$ cat src/rtl/spi_reg_cmd_ctrl.sv
// spi_reg_cmd_ctrl
// Command/register sequencer behind the SPI word serializer/deserializer.
// Each chip-select frame carries one command word {rnw, addr}, then a burst
// of data words. Write bursts become reg_wr strobes. Read bursts prefetch
// register data into tx_word, so the master shifts it out with the next
// (dummy) word.
//
// Ports
//   clk_in, reset_n          clock, asynchronous active-low reset
//   cs_active                frame-active level (synchronous to clk_in)
//   rx_word, rx_valid        received word and its one-cycle valid pulse
//   tx_word                  word presented for the next master read
//   reg_addr, reg_wdata      register-bus address / write data
//   reg_wr, reg_rd           one-cycle register-bus strobes
//   reg_rdata                read data, valid one cycle after reg_rd
//   err_overrun              sticky: word arrived while a fetch was in flight
//   burst_lim                sticky: MAX_BURST data words reached this frame
//
// state      | meaning
// -----------+--------------------------------------------------------
// IDLE       | no frame; flags and burst count cleared on frame start
// CMD        | waiting for the command word
// WRITE      | each data word produces one register write
// RD_ISSUE   | reg_rd is high this cycle
// RD_CAPTURE | reg_rdata valid; loaded into tx_word
// RD_WAIT    | prefetched word waits for the master's dummy word
module spi_reg_cmd_ctrl #(
   parameter int SPI_WORDLEN = 8,
   parameter int MAX_BURST   = 256,
   parameter bit AUTO_INC    = 1'b1
) (
   input  logic                   clk_in,
   input  logic                   reset_n,
   input  logic                   cs_active,
   input  logic [SPI_WORDLEN-1:0] rx_word,
   input  logic                   rx_valid,
   output logic [SPI_WORDLEN-1:0] tx_word,
   output logic [SPI_WORDLEN-2:0] reg_addr,
   output logic [SPI_WORDLEN-1:0] reg_wdata,
   output logic                   reg_wr,
   output logic                   reg_rd,
   input  logic [SPI_WORDLEN-1:0] reg_rdata,
   output logic                   err_overrun,
   output logic                   burst_lim
);

   localparam int AW = SPI_WORDLEN - 1;
   localparam int CW = $clog2(MAX_BURST) + 1;
   localparam logic [AW-1:0] ADDR_STEP = {{(AW-1){1'b0}}, AUTO_INC};
   localparam logic [CW-1:0] BURST_MAX = CW'(MAX_BURST);

   typedef enum logic [2:0] {
      IDLE       = 3'd0,
      CMD        = 3'd1,
      WRITE      = 3'd2,
      RD_ISSUE   = 3'd3,
      RD_CAPTURE = 3'd4,
      RD_WAIT    = 3'd5
   } state_t;

   state_t                 state_q, state_d;
   logic [AW-1:0]          addr_q, addr_d;
   logic [CW-1:0]          cnt_q, cnt_d;
   logic [SPI_WORDLEN-1:0] tx_q, tx_d;
   logic [AW-1:0]          raddr_q, raddr_d;
   logic [SPI_WORDLEN-1:0] wdata_q, wdata_d;
   logic                   wr_q, wr_d;
   logic                   rd_q, rd_d;
   logic                   ovr_q, ovr_d;
   logic                   lim_q, lim_d;

   logic [AW-1:0]          addr_nxt;
   logic [CW-1:0]          cnt_inc;

   assign addr_nxt = addr_q + ADDR_STEP;   // wraps modulo 2^AW by width
   assign cnt_inc  = cnt_q + CW'(1);

   always_ff @(posedge clk_in or negedge reset_n) begin
      if (!reset_n) begin
         state_q <= IDLE;
         addr_q  <= '0;
         cnt_q   <= '0;
         tx_q    <= '0;
         raddr_q <= '0;
         wdata_q <= '0;
         wr_q    <= 1'b0;
         rd_q    <= 1'b0;
         ovr_q   <= 1'b0;
         lim_q   <= 1'b0;
      end else begin
         state_q <= state_d;
         addr_q  <= addr_d;
         cnt_q   <= cnt_d;
         tx_q    <= tx_d;
         raddr_q <= raddr_d;
         wdata_q <= wdata_d;
         wr_q    <= wr_d;
         rd_q    <= rd_d;
         ovr_q   <= ovr_d;
         lim_q   <= lim_d;
      end
   end

   // reg_rd is registered: it is raised on entry to RD_ISSUE, so it is high
   // for exactly the cycle the FSM spends in RD_ISSUE.
   always_comb begin
      state_d = state_q;
      addr_d  = addr_q;
      cnt_d   = cnt_q;
      tx_d    = tx_q;
      raddr_d = raddr_q;
      wdata_d = wdata_q;
      wr_d    = 1'b0;
      rd_d    = 1'b0;
      ovr_d   = ovr_q;
      lim_d   = lim_q;

      if (!cs_active) begin
         // Frame end wins over any coincident word; a pending capture is lost.
         state_d = IDLE;
         tx_d    = '0;
      end else begin
         case (state_q)
            IDLE: begin
               state_d = CMD;
               ovr_d   = 1'b0;
               lim_d   = 1'b0;
               cnt_d   = '0;
            end
            CMD: begin
               if (rx_valid) begin
                  addr_d = rx_word[AW-1:0];
                  if (rx_word[SPI_WORDLEN-1]) begin
                     state_d = RD_ISSUE;
                     rd_d    = 1'b1;
                     raddr_d = rx_word[AW-1:0];
                  end else begin
                     state_d = WRITE;
                  end
               end
            end
            WRITE: begin
               if (rx_valid && !lim_q) begin
                  wr_d    = 1'b1;
                  wdata_d = rx_word;
                  raddr_d = addr_q;
                  addr_d  = addr_nxt;
                  cnt_d   = cnt_inc;
                  if (cnt_inc == BURST_MAX) lim_d = 1'b1;
               end
            end
            RD_ISSUE: begin
               state_d = RD_CAPTURE;
               if (rx_valid) ovr_d = 1'b1;
            end
            RD_CAPTURE: begin
               state_d = RD_WAIT;
               tx_d    = reg_rdata;
               if (rx_valid) ovr_d = 1'b1;
            end
            RD_WAIT: begin
               if (rx_valid && !lim_q) begin
                  cnt_d = cnt_inc;
                  if (cnt_inc == BURST_MAX) begin
                     // Last word of the allowed burst: no further prefetch,
                     // tx_word keeps the data already shifted out.
                     lim_d = 1'b1;
                  end else begin
                     addr_d  = addr_nxt;
                     raddr_d = addr_nxt;
                     rd_d    = 1'b1;
                     state_d = RD_ISSUE;
                  end
               end
            end
            default: state_d = IDLE;
         endcase
      end
   end

   assign tx_word     = tx_q;
   assign reg_addr    = raddr_q;
   assign reg_wdata   = wdata_q;
   assign reg_wr      = wr_q;
   assign reg_rd      = rd_q;
   assign err_overrun = ovr_q;
   assign burst_lim   = lim_q;

endmodule

$ cat config.mk
export PLATFORM = sky130hd
export DESIGN_NAME = spi_reg_cmd_ctrl
export DESIGN_NICKNAME = d
export VERILOG_FILES = /design/src/rtl/spi_reg_cmd_ctrl.sv
export SDC_FILE = /design/constraint.sdc
export NUM_CORES = 1
export LEC_CHECK = 0
export BUFFER_PORTS_ARGS = -buffer_cell sky130_fd_sc_hd__buf_4
export CORE_MARGIN = 2
export CORE_UTILIZATION = 45
export CTS_CLUSTER_SIZE = 30
export DETAILED_ROUTE_END_ITERATION = 6
export PLACE_DENSITY = 0.72
export SYNTH_ARGS = -nofsm -noshare
export SYNTH_HDL_FRONTEND = slang
export SYNTH_SLANG_ARGS = --single-unit
$ cat constraint.sdc
create_clock -name clk_in -period 3.3 [get_ports clk_in]
set_input_delay 0.99 -clock clk_in [delete_from_list [all_inputs] [get_ports clk_in]]
set_output_delay 0.99 -clock clk_in [all_outputs]
set_load 0.01 [all_outputs]
==> reports/metrics.csv <==
stage;metric;value;unit
worst_setup_path;critical path startpoint category;flip-flop;
pwr;P_leak;1.420;nW
synthesis;EDFF count, synth;0;
worst_setup_path;nature of the critical path endpoint;flip-flop;
synthesis;syn nets;319;
synthesis;Syn Std Cell Area;2610;µm²
sta;highest clock rate;382.2;MHz
cells_and_area;Nets;360;
cts;root buffer cell;clkbuf_8;
cts;clock sink total;46;
synthesis;leading area contributor after synthesis;dfrtp_1;
placement;Final HPWL DP;4.125;mm
cts;cts hold-fix bufs;0;
cts;H-tree depth;2;
floorplanning;Rows;27;
sta;Setup TNS;0;ns
floorplanning;Core ar.;5540;µm²
worst_setup_path;maximum fanout along the worst path;7;
worst_setup_path;RR Startpoint;cnt_q[0];
sta;final setup vio count;0;
placement;Post-Place Worst Slack;0.6903;ns
floorplanning;Top-Level Pins;47;
cts;post-CTS sizing;0;
worst_hold_path;hold depth;2;
detailed_routing;met2 WL;2.828;mm
detailed_routing;Vias/cell;5.592;
synthesis;Most used DFF post-synth;dfrtp_1;
cells_and_area;fillcell total;546;
detailed_routing;vias;2287;
worst_setup_path;worst-path cell with the longest stage delay;dfrtp_1;
worst_setup_path;Setup CP Type;flip-flop to flip-flop;
global_route;initial antenna violation count;0;
sta;Worst Tran Pin Value;0.8007;ns
placement;area post-placement;2968;µm²
cells_and_area;post-route cell area;3047;µm²
placement;DP Cell Count;402;
worst_setup_path;delay of the slowest critical-path stage;0.44;ns
global_route;Overflow after GRT;0;
cts;CTS tree;done;
synthesis;Syn. warnings;0;
cells_and_area;final core utilization;0.5499;
worst_setup_path;CP Launch Point;cnt_q[0];
global_route;largest net degree at the start of global routing;47;
sta;Slew Viols, Final;0;
sta;hold violation count in the final report;0;
worst_setup_path;WP depth;7;
synthesis;ys async rst share;1.000;
global_route;vias in the first global route;2111;
cts;Clock Latency Late Sink;0.30;ns
worst_setup_path;worst reg-to-reg path cell count;7;
synthesis;count of state elements after synthesis;46;
worst_setup_path;Worst R2R Setup Slack;0.68;ns
sta;setup ws final;0.6836;ns
pwr;power density over cell area;490.4;nW/µm²
worst_setup_path;data arrival time of the worst path;2.80;ns
cts;register clock-pin slew on the reported worst setup and hold paths;0.08;ns
detailed_routing;Routed met1 length;2.716;mm
detailed_routing;antenna-violating nets left;0;
cts;setup bufs post-CTS;0;
floorplanning;Die Y;80.16;µm
cts;clk buf depth;2;
synthesis;share of the synthesized area in the top cell type;0.4410;
floorplanning;Initial Util;0.4711;
sta;fin crit share;0.7929;
detailed_routing;Met3 Wirelength;367;µm
synthesis;Avg Inst Size Synth;8.818;µm²
global_route;GRT Total Usage;0.2021;
worst_setup_path;R2R Path End;reg_addr[1];
sta;fin crit period;2.616;ns
synthesis;most frequent cell after synthesis;nand2_1;
cells_and_area;layout cells sized above 1;0.2166;
worst_hold_path;Hold Crit Class;flip-flop to flip-flop;
worst_setup_path;delay-heaviest family, CP;simple AND/OR/NAND/NOR gates;
worst_setup_path;Worst Path Buf+Inv;0;
cells_and_area;Synth-to-Final Area Change;16.73;%
placement;global placement routability congestion;0.8858;
floorplanning;die area;6425;µm²
sta;RSZ-0062 raised after global routing;false;
floorplanning;Die X;80.16;µm
sta;Clock Skew;0.006057;ns
detailed_routing;final WL;5.982;mm
run_status;run status;finished clean;
worst_setup_path;worst path required time;3.49;ns
synthesis;synth unique cells;47;
detailed_routing;drt pass-1 iters;7;
synthesis;Post-Syn Instances;296;
pwr;VDD IR-drop max;0.0002077;V
cells_and_area;post-route insts no fill;409;
worst_setup_path;Cell Chain, Critical Path;ha_1 -> nand2_1 -> or3_1 -> and3_2 -> and4b_1 -> nor3_4 -> mux2_2;
pwr;total power;1.494;mW
sta;WHS;0.4817;ns
detailed_routing;number of remaining DRC errors;0;
synthesis;largest cells by area after synthesis;dfrtp_1 44%, nand2_1 8.8%, o21ai_0 6.1%;
detailed_routing;top layer in use;met4;
worst_hold_path;Hold Path End;reg_wdata[7];
synthesis;synth cell count leaders;61 x nand2_1, 46 x dfrtp_1, 32 x o21ai_0;
detailed_routing;Routed wire per std cell;14.63;µm
worst_hold_path;Hold Crit Start;reg_wdata[7];
placement;I/O Buffers;46;
detailed_routing;drt initial violations;199;
cts;Num CTS Buffers;5;
sta;slew margin rel.;0.4662;
global_route;global-route wire length before repair;10.23;mm
cells_and_area;diode count;0;
synthesis;Seq/Total Area, Yosys;0.4410;
flow_run;number of max-cap violations;0;
## cell families (layout without fill, tap and decap cells)
kind of cell	count (synthesis)	in the layout	synth area share
AO/OA/AOI/OAI	84	84	0.2013
XOR/XNOR	8	8	0.02685
adder cells (fa/ha/maj)	3	3	0.01438
buffers and inverters	23	64	0.04698
flip-flops	46	46	0.4410
multiplexers	14	14	0.05849
AND/OR/NAND/NOR	118	118	0.2109
## worst min-delay path: cells and delay by family, from the launching register on
kind | cells | cell delay, ns
DFF | 1 | 0.35
and+or+nand+nor | 2 | 0.10
## placed cells by master (no fill, tap or decap), types with 4 or more instances in the layout
cell type	instances
inv_1	8
buf_4	47
o21ai_0	32
nand2_1	61
dfrtp_1	46
nor3_1	5
xnor2_1	5
o22ai_1	5
mux2_2	10
mux2i_1	4
nand3_1	9
a21oi_1	13
o31ai_1	4
a21boi_0	8
clkbuf_8	5
nand3b_1	4
nor2_1	23
## worst max path at each step
stage | to | slack, ns
CTS | reg_addr[1] | 0.68
floorplan | reg_addr[0] | 0.92
finish | reg_addr[1] | 0.68
global placement | reg_addr[1] | 0.76
global route | reg_addr[3] | 0.51
detailed placement | reg_addr[1] | 0.69
## cell type report
class / count / area [µm²] / area share
clock inverter: 2 / 10.01 / 0.003285
clock buffer: 5 / 68.82 / 0.02259
tap: 72 / 90.09 / 0.02957
multi-input combinational: 227 / 1336 / 0.4386
inverter: 10 / 37.54 / 0.01232
timing repair buffer: 47 / 352.8 / 0.1158
sequential: 46 / 1151 / 0.3778
## flip-flops by register name, indices dropped and copies added (netlist names)
signal       flops
addr_q           7
reg_wdata        8
err_overrun      1
reg_wr           1
tx_word          8
state_q          3
reg_addr         7
burst_lim        1
reg_rd           1
cnt_q            9
## power breakdown
| group | total, mW | switching, mW | leakage, nW | internal, mW |
|---|---|---|---|---|
| Clock | 0.331 | 0.189 | 0.0438 | 0.143 |
| Sequential | 0.746 | 0.0882 | 0.598 | 0.657 |
| Combinational | 0.417 | 0.198 | 0.778 | 0.219 |
## layer usage
layer,global-route usage,vias to the layer above
met3,0.04157,9
met4,0.05085,0
met2,0.3333,69
met1,0.2715,1092
met5,0,-
li1,-,1117
No activity file was read; power rests on OpenSTA's default activity.
